--- src/rtl/tetromino_gen.sv ---
// Tetromino generator: LFSR-driven piece draw with one-piece preview,
// GRIDxGRID occupancy bitmap of the active piece and a row-serial
// clockwise rotator that only publishes the finished bitmap.
//
//   state | meaning
//   PRIME | first draw after reset, fills the preview only
//   IDLE  | waiting for new_req / rot_req
//   DRAW  | drawing the next preview after a piece was promoted
//   ROT   | building the rotated bitmap one row per cycle
module tetromino_gen #(
  parameter int unsigned       GRID      = 4,
  parameter int unsigned       LFSR_W    = 16,
  parameter logic [LFSR_W-1:0] LFSR_MASK = 16'hB400,
  parameter logic [LFSR_W-1:0] SEED      = 16'hACE1,
  parameter int unsigned       NUM_TYPES = 7
) (
  input  logic                   clk,
  input  logic                   reset,
  input  logic                   new_req,
  input  logic                   rot_req,
  output logic                   busy,
  output logic                   valid,
  output logic [2:0]             block_type,
  output logic [2:0]             next_type,
  output logic [1:0]             rot_idx,
  output logic [0:GRID*GRID-1]   shape
);

  localparam int unsigned CELLS    = GRID * GRID;
  localparam int unsigned RW       = $clog2(GRID);
  localparam logic [RW-1:0] ROW_LAST = RW'(GRID - 1);
  localparam logic [3:0]  TYPES_LIM = 4'(NUM_TYPES);

  localparam logic [1:0] PRIME = 2'd0;
  localparam logic [1:0] IDLE  = 2'd1;
  localparam logic [1:0] DRAW  = 2'd2;
  localparam logic [1:0] ROT   = 2'd3;

  logic [1:0]        state_q, state_d;
  logic [LFSR_W-1:0] lfsr_q, lfsr_d;
  logic [0:CELLS-1]  shape_q, shape_d;
  logic [0:CELLS-1]  src_q, src_d;
  logic [0:CELLS-1]  work_q, work_d;
  logic [RW-1:0]     row_q, row_d;
  logic [2:0]        block_q, block_d;
  logic [2:0]        next_q, next_d;
  logic [1:0]        rot_q, rot_d;
  logic              valid_q, valid_d;

  logic [15:0]       pat;
  logic [0:CELLS-1]  rom_w;
  logic [0:CELLS-1]  work_step_w;
  logic [0:GRID-1]   rot_row_w [GRID];
  logic [2:0]        draw_val;
  logic              draw_ok;

  // The draw looks at the LFSR value before this edge's update.
  assign draw_val = lfsr_q[2:0];
  assign draw_ok  = ({1'b0, draw_val} < TYPES_LIM);

  // Galois right-shift LFSR step.
  assign lfsr_d = {1'b0, lfsr_q[LFSR_W-1:1]} ^ (lfsr_q[0] ? LFSR_MASK : '0);

  // 4x4 shape ROM for the preview type, MSB is the top-left cell.
  always_comb begin
    case (next_q)
      3'd0:    pat = 16'h0F00;
      3'd1:    pat = 16'h0660;
      3'd2:    pat = 16'hE400;
      3'd3:    pat = 16'h6C00;
      3'd4:    pat = 16'hC600;
      3'd5:    pat = 16'h8E00;
      3'd6:    pat = 16'h2E00;
      default: pat = 16'h0000;
    endcase
  end

  // Place the 4x4 pattern in the top-left corner of the GRID bitmap and
  // precompute every rotated row plus the work buffer with row_q replaced.
  for (genvar r = 0; r < GRID; r++) begin : g_row
    for (genvar c = 0; c < GRID; c++) begin : g_col
      if (r < 4 && c < 4) begin : g_pat
        assign rom_w[r*GRID + c] = pat[15 - (r*4 + c)];
      end else begin : g_pad
        assign rom_w[r*GRID + c] = 1'b0;
      end
      assign rot_row_w[r][c] = src_q[(GRID - 1 - c)*GRID + r];
    end
    assign work_step_w[r*GRID +: GRID] =
      (row_q == RW'(r)) ? rot_row_w[r] : work_q[r*GRID +: GRID];
  end

  // Control FSM: draw, promote and rotate.
  always_comb begin
    state_d = state_q;
    shape_d = shape_q;
    src_d   = src_q;
    work_d  = work_q;
    row_d   = row_q;
    block_d = block_q;
    next_d  = next_q;
    rot_d   = rot_q;
    valid_d = valid_q;
    case (state_q)
      PRIME, DRAW: begin
        if (draw_ok) begin
          next_d  = draw_val;
          state_d = IDLE;
        end
      end
      IDLE: begin
        if (new_req) begin
          block_d = next_q;
          shape_d = rom_w;
          rot_d   = 2'd0;
          valid_d = 1'b1;
          state_d = DRAW;
        end else if (rot_req && valid_q) begin
          src_d   = shape_q;
          work_d  = '0;
          row_d   = '0;
          state_d = ROT;
        end
      end
      ROT: begin
        work_d = work_step_w;
        row_d  = row_q + RW'(1);
        if (row_q == ROW_LAST) begin
          shape_d = work_step_w;
          rot_d   = rot_q + 2'd1;
          state_d = IDLE;
        end
      end
      default: state_d = PRIME;
    endcase
  end

  // State and datapath registers.
  always_ff @(posedge clk or posedge reset) begin
    if (reset) begin
      state_q <= PRIME;
      lfsr_q  <= SEED;
      shape_q <= '0;
      src_q   <= '0;
      work_q  <= '0;
      row_q   <= '0;
      block_q <= 3'd0;
      next_q  <= 3'd0;
      rot_q   <= 2'd0;
      valid_q <= 1'b0;
    end else begin
      state_q <= state_d;
      lfsr_q  <= lfsr_d;
      shape_q <= shape_d;
      src_q   <= src_d;
      work_q  <= work_d;
      row_q   <= row_d;
      block_q <= block_d;
      next_q  <= next_d;
      rot_q   <= rot_d;
      valid_q <= valid_d;
    end
  end

  assign busy       = (state_q != IDLE);
  assign valid      = valid_q;
  assign block_type = block_q;
  assign next_type  = next_q;
  assign rot_idx    = rot_q;
  assign shape      = shape_q;

endmodule

--- config.mk ---
export PLATFORM = sky130hd
export DESIGN_NAME = tetromino_gen
export DESIGN_NICKNAME = d
export VERILOG_FILES = /design/src/rtl/tetromino_gen.sv
export SDC_FILE = /design/constraint.sdc
export NUM_CORES = 1
export LEC_CHECK = 0
export ABC_CLOCK_PERIOD_IN_PS = 2300
export BUFFER_PORTS_ARGS = -buffer_cell sky130_fd_sc_hd__buf_4
export CORE_UTILIZATION = 30
export CTS_CLUSTER_DIAMETER = 80
export CTS_CLUSTER_SIZE = 30
export DETAILED_ROUTE_END_ITERATION = 10
export SETUP_SLACK_MARGIN = 0.5
export SLEW_MARGIN = 10
export SYNTH_ARGS = -nofsm -noshare
export SYNTH_HDL_FRONTEND = slang
export SYNTH_SLANG_ARGS = --single-unit
--- constraint.sdc ---
create_clock -name clk -period 2.3 [get_ports clk]
set_input_delay 0.23 -clock clk [delete_from_list [all_inputs] [get_ports clk]]
set_output_delay 0.23 -clock clk [all_outputs]
set_load 0.02 [all_outputs]
; Word-level counts from Yosys, hierarchy flattened
; Cells that the tools add are included.
[word_totals]
elab_cells = 69
in_bits = 4
ff_bits = 77
out_inout_bits = 26
[classes]
n_bitwise = 2
reduce_logical = 12
n_addsub = 2
order_cmp = 1
n_eq_ne = 19
muxes = 23
[op_table]
columns = operator, n
row1 = 16-bit case mux with 7 select lines, 1
row2 = 16-bit two-way mux, 5
row3 = 16-bit case mux with 2 select lines, 2
row4 = 2-bit two-way mux, 8
row5 = 4-bit two-way mux, 4
row6 = 15-bit by 16-bit XOR with 16-bit output, 1
row7 = 3-bit AND reduction, 4
row8 = "2-bit inequality test, second input constant", 5
row9 = "3-bit == test, second input constant", 3
row10 = "2-bit == test, second input constant", 4
row11 = 2-bit case mux with 2 select lines, 2
row12 = "3-bit by 2-bit == test with 1-bit output, second input constant", 2
row13 = 2-bit case mux with 3 select lines, 1
row14 = "2-bit by 1-bit adder with 2-bit output, second input constant", 2
row15 = "2-bit by 1-bit == test with 1-bit output, second input constant", 2
row16 = 2-bit zero test, 2
row17 = 2-bit AND reduction, 2
row18 = "3-bit by 1-bit == test with 1-bit output, second input constant", 1
row19 = 3-bit zero test, 1
row20 = "3-bit less-than comparator, second input constant", 1
row21 = "3-bit inequality test, second input constant", 1
row22 = "2-bit by 1-bit inequality test with 1-bit output, second input constant", 1
row23 = 2-bit nonzero test, 1
row24 = 2-bit OR reduction, 1
row25 = 2 further kinds, 2

; Depth between registers and ports, before layout
; Gate-level depths: netlist of run 1.
[logic_depth]
depth_word = 4
depth_mapped = 6
mapped_depth_nobuf = 5

; Worst setup path after synthesis of run 1
; No wires, ideal clock.
[synth_path]
path_kind = flip-flop to flip-flop
start = reg row_q[0]
end = reg shape_q (netlist bit shape[10])
arrival_time_ps = 1463
n_path_buf = 1
setup_ps = 125
setup_slack_ps = 713
path_stages_with_launch = 6
period_less_slack_ps = 1587
cell_sequence = dfrtp_1 -> ha_1 -> buf_2 -> mux2i_1 -> nor2_2 -> mux2_2
[synth_between]
elab_chain_len = 4
[synth_rtl]
columns = element, line
row1 = "start, declared", 44  ; logic [RW-1:0] row_q, row_d;
row2 = "start signal, assigned", 157  ; row_q <= row_d;
row3 = 2-bit == test, 90  ; (row_q == RW'(r)) ? rot_row_w[r] : work_q[r*GRID +: GRID];
row4 = 4-bit two-way mux, 90
row5 = 16-bit two-way mux, 128  ; if (row_q == ROW_LAST) begin
row6 = 16-bit case mux with 2 select lines, 104  ; case (state_q)
row7 = "end signal, assigned", 154  ; shape_q <= shape_d;
row8 = "end, declared", 41  ; logic [0:CELLS-1] shape_q, shape_d;
; Parallel ways exist; a longest one is shown, timed or not. The select of a mux whose other input is x is not followed.
; A chain may end at the register's enable or synchronous reset.

; Worst setup path after layout of run 1
[layout_path]
start = reg state_q[1]
end = reg src_q[9] in the netlist's numbering
[layout_between]
elab_chain_len = 2
[layout_rtl]
columns = element, line
row1 = "start, declared", 39  ; logic [1:0] state_q, state_d;
row2 = "start signal, assigned", 152  ; state_q <= state_d;
row3 = 2-bit by 1-bit == test with 1-bit output, 104
row4 = 3-bit AND reduction (no line), n/a
row5 = "end signal, assigned", 155  ; src_q <= src_d;
row6 = "end, declared", 42  ; logic [0:CELLS-1] src_q, src_d;
; No other way between the ends.

==> reports/summary.txt, run 1 <==
RSZ-0062 raised after global routing: false
CTS Buffer Depth: 2
detailed-placement wirelength estimate: 4.36 mm
fin crit share: 0.737
Post-synth ARST share: 1.00
Global Route Usage Sum: 0.134
Synth Flop Type: dfrtp_1
# IOs: 30
total CTS buffers: 9
max-slew violation count: 0
Syn Std Cell Area: 3150 um^2
switching power: 2.04 mW
Max Cap Violations: 0
routed vias/inst: 4.87
peak per-stage delay on the critical path: 0.44 ns
PD cells: 1420 nW/um^2
worst-path cell chain: or2b_2, nor2b_4, buf_4, mux2_2
Worst Path Max Fanout: 16
routed via count: 1995
initial antenna violation count: 0
total setup buffers inserted after CTS: 0
WP data required: 2.55 ns
layout cells sized above 1: 0.343
first-pass GRT wire length: 11.1 mm
Worst-Skew Late Latency: 0.36 ns
Cell Rows: 37
Syn Inst Count: 240
Routed Antenna Nets: 0
pin count of the biggest net entering global routing: 47
#FFs+latches synth: 73
final global-route overflow total: 0
nets: 277
Worst VDD drop: 0.000481 V
DRT iter0 DRCs: 87
WP buf/inv: 1
post-synth net total: 248
HP Class: primary input to register
Switching Share: 0.383
Core Area: 10200 um^2
Critical Path Slowest Stage Cell: dfrtp_1
Cell Int Power: 3.28 mW
Syn Area/Cell: 13.1 um^2
DR WL/cell: 16.2 um
crit path DAT: 1.94 ns
Root Buffer Master: clkbuf_8
Distinct cells, synth: 46
proportion of power drawn by the clock network: 0.208
placed insts: 393
leak pwr: 1.73 nW
Non-Filler Instances: 410
Max H-tree Level: 3
synth top area cells: dfrtp_1 (52%), mux2_2 (6.8%), dfstp_2 (6.7%)
fin util: 0.364
Synth top area share: 0.516
Final setup viols: 0
Synthesis Warnings: 0
area leader, netlist: dfrtp_1
slack of the critical path: 0.604 ns
Post-synth EDFFs: 0
clock sinks: 73
Reg clk slew, reported paths: 0.08 ns
area delta synth->final: 18.4%
CP endpoint kind: register
I/O Buffers: 29
Die ar.: 10900 um^2
Tmin final: 1.70 ns
total wire length: 6.62 mm
Pwr Total: 5.31 mW
ant diodes: 0
setup TNS: 0 ns
Rel. slew slack: 0.548
chip width: 104 um
sequential fraction of the synthesis area: 0.583
Slew @ Worst Pin: 0.677 ns
drt drc: 1
CTS tree: yes
top-count cell post-synth: dfrtp_1
RD Place Congestion: 0.779
Initial DRT Pass Iterations: 9
Reg2Reg Setup Slack: 0.60 ns
Layout Skew: 0.00890 ns
vias in the first global route: 2069
combinational cell fraction of total power: 0.410
Post-synth top cells: dfrtp_1 (65), mux2_2 (19), o21ai_0 (14)
starting density of the core: 0.308
Fin. Hold Viols: 0
sequential share of power: 0.382
Die Span Y: 104 um
Largest delay share family, worst path: simple AND/OR/NAND/NOR gates
post-place setup slack: 0.599 ns
Worst setup SP type: register
status: finished, violations left
failing checks: design-rule violations
fmax: 0.590 GHz
CP Class: register to register
-- sequential cells by signal, indices dropped and copies added (netlist names) --
name	flops
work_q	12
block_type	3
lfsr_q	16
row_q	2
valid	1
state_q	2
shape	16
rot_idx	2
src_q	16
next_type	3
-- logic make-up after synthesis --
logic type	Yosys count	synth area share
buffers and inverters	28	0.0445
and+or+nand+nor	34	0.0667
xor gates and xnor gates	5	0.0139
DFF	73	0.583
AOI/OAI and AO/OA	58	0.132
muxes	38	0.144
adders and majority gates	4	0.0159
-- worst paths after layout --
path                            start         end  cells after the start
max in group asynchronous       reset   lfsr_q[5]                      4
min in group asynchronous       reset  rot_idx[1]                      3
hold / removal                rot_req  state_q[1]                      3
setup / recovery           state_q[1]    src_q[9]                      4
setup reg to reg           state_q[1]    src_q[9]                      4
hold reg to reg             lfsr_q[9]   lfsr_q[8]                      0
-- stage by stage --
stage | hold slack [ns] | instance area (um^2)
after global routing | 0.261 | 3730
after global placement | 0.335 | 3500
after floorplan | 0.331 | 3150
after detailed placement | 0.338 | 3500
after CTS | 0.234 | 3720
final | 0.235 | 3730
-- routing by layer --
metal	wire, um	global-route usage
met5	0	0
met4	113	0.0612
met3	181	0.0345
met2	3000	0.202
met1	3330	0.180
-- final cells by class --
cell class	count	area [um^2]
repair buffers	36	285
fillers	1000	6500
multi-input cells	139	1180
flip-flops and latches	73	1840
well taps	136	170
inverters	10	41.3
clock inverters	7	93.8
clock buffers	9	124
-- layout by cell type, fill, tap and decap left out, drive strengths merged, types with 4 or more instances in the layout --
master / synthesis / routed
a22o: 8 / 8
buf: 11 / 35
inv: 10 / 10
dfstp: 8 / 8
a21oi: 5 / 5
nand2: 5 / 5
o21ai: 15 / 15
mux2i: 9 / 9
nand2b: 4 / 4
clkbuf: 7 / 9
dfrtp: 65 / 65
o31ai: 4 / 4
nor2: 5 / 5
nor2b: 5 / 5
o2bb2ai: 6 / 6
mux2: 29 / 29
ha: 4 / 4
nand3: 5 / 5
-- power by group through the flow --
stage / clock [mW] / sequential (mW) / combinational (mW)
floorplan: 0 / 2.08 / 1.46
finish: 1.10 / 2.03 / 2.18
CTS: 1.13 / 2.03 / 2.19
detailed placement: 0 / 2.05 / 2.18
global route: 1.18 / 2.09 / 2.39
global placement: 0 / 2.04 / 2.15
-- tightest hold or removal path: stages --
cell     delay [ns]
buf_4          0.08
a21oi_1        0.06
o31ai_1        0.18
-- what timing repair did --
| item | 4_1_cts | 5_1_grt |
|---|---|---|
| endpoints found under the hold margin | 27 | 0 |
| hold buffers | 1 | 0 |
| gates resized for setup | 0 | 1 |
| endpoints found under the setup margin | 0 | 8 |
Power figures use the tool's default switching activity.
==> inputs of run 2 (changes only) <==
- ABC_CLOCK_PERIOD_IN_PS: 2300 -> 1800
- clock period: 2.3 -> 1.8 ns (I/O delays scaled with it)
==> run 2 against run 1 <==
Combinational power increased by 100%. Die area unchanged. Critical endpoint is now src_q[5]. The flow now finishes without violations. Sequential share of layout area decreased by 7.0 points. Power increased by 56%. Via count increased by 7.2%. Worst hold slack got worse by 0.039 ns.
==> reports/summary.txt, run 2 (synthesized netlist as in run 1, its figures left out) <==
PD cells: 1900 nW/um^2 (was 1420 nW/um^2)
total wire length: 7.39 mm (was 6.62 mm)
Initial DRT Pass Iterations: 4 (was 9)
Die ar.: 10900 um^2 (unchanged)
hold depth: 3 (unchanged)
Rel. slew slack: 0.597 (was 0.548)
I/O Buffers: 29 (unchanged)
sequential share of power: 0.320 (was 0.382)
CTS Buffer Depth: 2 (unchanged)
RD Place Congestion: 0.719 (was 0.779)
fmax: 0.665 GHz (was 0.590 GHz)
total CTS buffers: 9 (unchanged)
drt drc: 0 (was 1)
placed cell area: 3570 um^2 (was 3500 um^2)
final global-route overflow total: 0 (unchanged)
Post-Layout Inst Area: 4370 um^2 (was 3730 um^2)
max-slew violation count: 0 (unchanged)
CP endpoint kind: register (unchanged)
initial antenna violation count: 0 (unchanged)
WP data required: 2.04 ns (was 2.55 ns)
routed via count: 2139 (was 1995)
post-place setup slack: 0.149 ns (was 0.599 ns)
Worst Path Max Fanout: 16 (unchanged)
vias in the first global route: 2232 (was 2069)
ant diodes: 0 (unchanged)
Root Buffer Master: clkbuf_8 (unchanged)
Reg clk slew, reported paths: 0.08 ns (about the same)
GR Util met2: 0.223 (was 0.202)
most common cell after layout, fill and taps aside: dfrtp_1 (unchanged)
placed insts: 396 (was 393)
leak pwr: 1.97 nW (was 1.73 nW)
worst hold slack: 0.196 ns (was 0.235 ns)
Max H-tree Level: 3 (unchanged)
starting density of the core: 0.308 (unchanged)
Fin. Hold Viols: 0 (unchanged)
CTS tree: yes (unchanged)
Reg2Reg Setup Slack: 0.30 ns (was 0.60 ns)
fin util: 0.428 (was 0.364)
Worst VDD drop: 0.000686 V (was 0.000481 V)
Slew @ Worst Pin: 0.603 ns (was 0.677 ns)
grt peak-use layer: met2 (unchanged)
RSZ-0062 raised after global routing: true (was false)
nets: 310 (was 277)
Pwr Total: 8.31 mW (was 5.31 mW)
Worst Reg2Reg Path Length in Cells: 4 (unchanged)
Non-Filler Instances: 443 (was 410)
met3 usage: 0.0370 (was 0.0345)
FF+latch area: 1850 um^2 (was 1840 um^2)
# IOs: 30 (unchanged)
FF-to-FF Start: state_q[1] (unchanged)
Core Area: 10200 um^2 (unchanged)
pin count of the biggest net entering global routing: 48 (was 47)
HP Class: primary input to register (unchanged)
status: finished, final reports clean (was finished, violations left)
first-pass GRT wire length: 12.0 mm (was 11.1 mm)
crit path DAT: 1.75 ns (was 1.94 ns)
layout filler cell count: 918 (was 1000)
Cell Rows: 37 (unchanged)
routed vias/inst: 4.83 (was 4.87)
layout cells sized above 1: 0.557 (was 0.343)
slack of the critical path: 0.295 ns (was 0.604 ns)
r2r endpoint: src_q[5] (was src_q[9])
Routed Antenna Nets: 0 (unchanged)
Max Cap Violations: 0 (unchanged)
DR WL/cell: 16.7 um (was 16.2 um)
setup TNS: 0 ns (unchanged)
multi-input logic area: 1460 um^2 (was 1180 um^2)
Layout Skew: 0.00656 ns (was 0.00890 ns)
Worst setup SP type: register (unchanged)
Cell Int Power: 5.10 mW (was 3.28 mW)
Final setup viols: 0 (unchanged)
HP Start: rot_req (unchanged)
CP Class: register to register (unchanged)
fin crit share: 0.836 (was 0.737)
Switching Share: 0.386 (was 0.383)
chip width: 104 um (unchanged)
proportion of power drawn by the clock network: 0.153 (was 0.208)
hold endpoint: state_q[1] (unchanged)
Die Span Y: 104 um (unchanged)
Global Route Usage Sum: 0.142 (was 0.134)
Worst-Skew Late Latency: 0.35 ns (was 0.36 ns)
combinational cell fraction of total power: 0.528 (was 0.410)
clock sinks: 73 (unchanged)
GRT met1 Usage: 0.191 (was 0.180)
detailed-placement wirelength estimate: 4.39 mm (was 4.36 mm)
most frequent cells in the layout: dfrtp_1 (57), buf_4 (44), buf_6 (17), mux2_2 (15), mux2_4 (14) (was dfrtp_1 (65), buf_4 (34), mux2_2 (19), o21ai_0 (14), mux2_4 (10))
switching power: 3.21 mW (was 2.04 mW)
Tmin final: 1.50 ns (was 1.70 ns)
area delta synth->final: 38.9% (was 18.4%)
DRT iter0 DRCs: 83 (was 87)
run 2: changes by cell type in the layout (fill, tap and decap cells not counted), moves of 5 or more:
cell     delta
buf_6      +17
buf_4      +10
dfrtp_1     -8
dfrtp_2     +8
o21ai_0     -7
buf_12      +5
mux2i_1     -5
run 2: power by group through the flow:
stage          Clock, mW  Sequential (mW)  Combinational, mW
2_1_floorplan          0             2.67               2.01
3_3_place_gp           0             2.61               2.92
3_5_place_dp           0             2.61               2.98
4_1_cts             1.30             2.63               3.88
5_1_grt             1.37             2.74               4.68
6_report            1.27             2.65               4.38
run 2: repair_timing:
item                                    4_1_cts  5_1_grt
cloned                                        0        1
setup buffers                                26        3
resized for setup                            48       49
endpoints found under the setup margin       53       59
hold buffers                                  1        0
hold endpoints to repair                     18        0
pin swaps                                    13       13
run 2: how the worst max path moves through the flow:
stage                     startpoint        end  depth (start not counted)
after floorplan           state_q[1]   src_q[0]                          5
after global placement      row_q[0]  shape[10]                          5
after detailed placement    row_q[0]   shape[2]                          5
after CTS                 state_q[0]   src_q[5]                          4
after global routing      state_q[1]   src_q[5]                          4
final                     state_q[1]   src_q[5]                          4
run 2: layout make-up:
class                           count  area share
Clock buffer                        9      0.0283
Clock inverter                      7      0.0163
Inverter                           10      0.0114
Multi-Input combinational cell    139       0.333
Sequential cell                    73       0.422
Tap cell                          136      0.0389
Timing Repair Buffer               69       0.150
run 2: worst max-delay path, cell delays in order, from the launching register on:
cell and delay (ns):
dfrtp_2 0.45, or2b_4 0.28, nor2b_4 0.13, buf_12 0.17
mux2_2 0.34
run 2: per-layer routing:
layer | vias to the layer above | part of all wire
li1 | 982 | -
met1 | 1091 | 0.47
met2 | 59 | 0.47
met3 | 7 | 0.047
met4 | 0 | 0.0099
met5 | - | 0
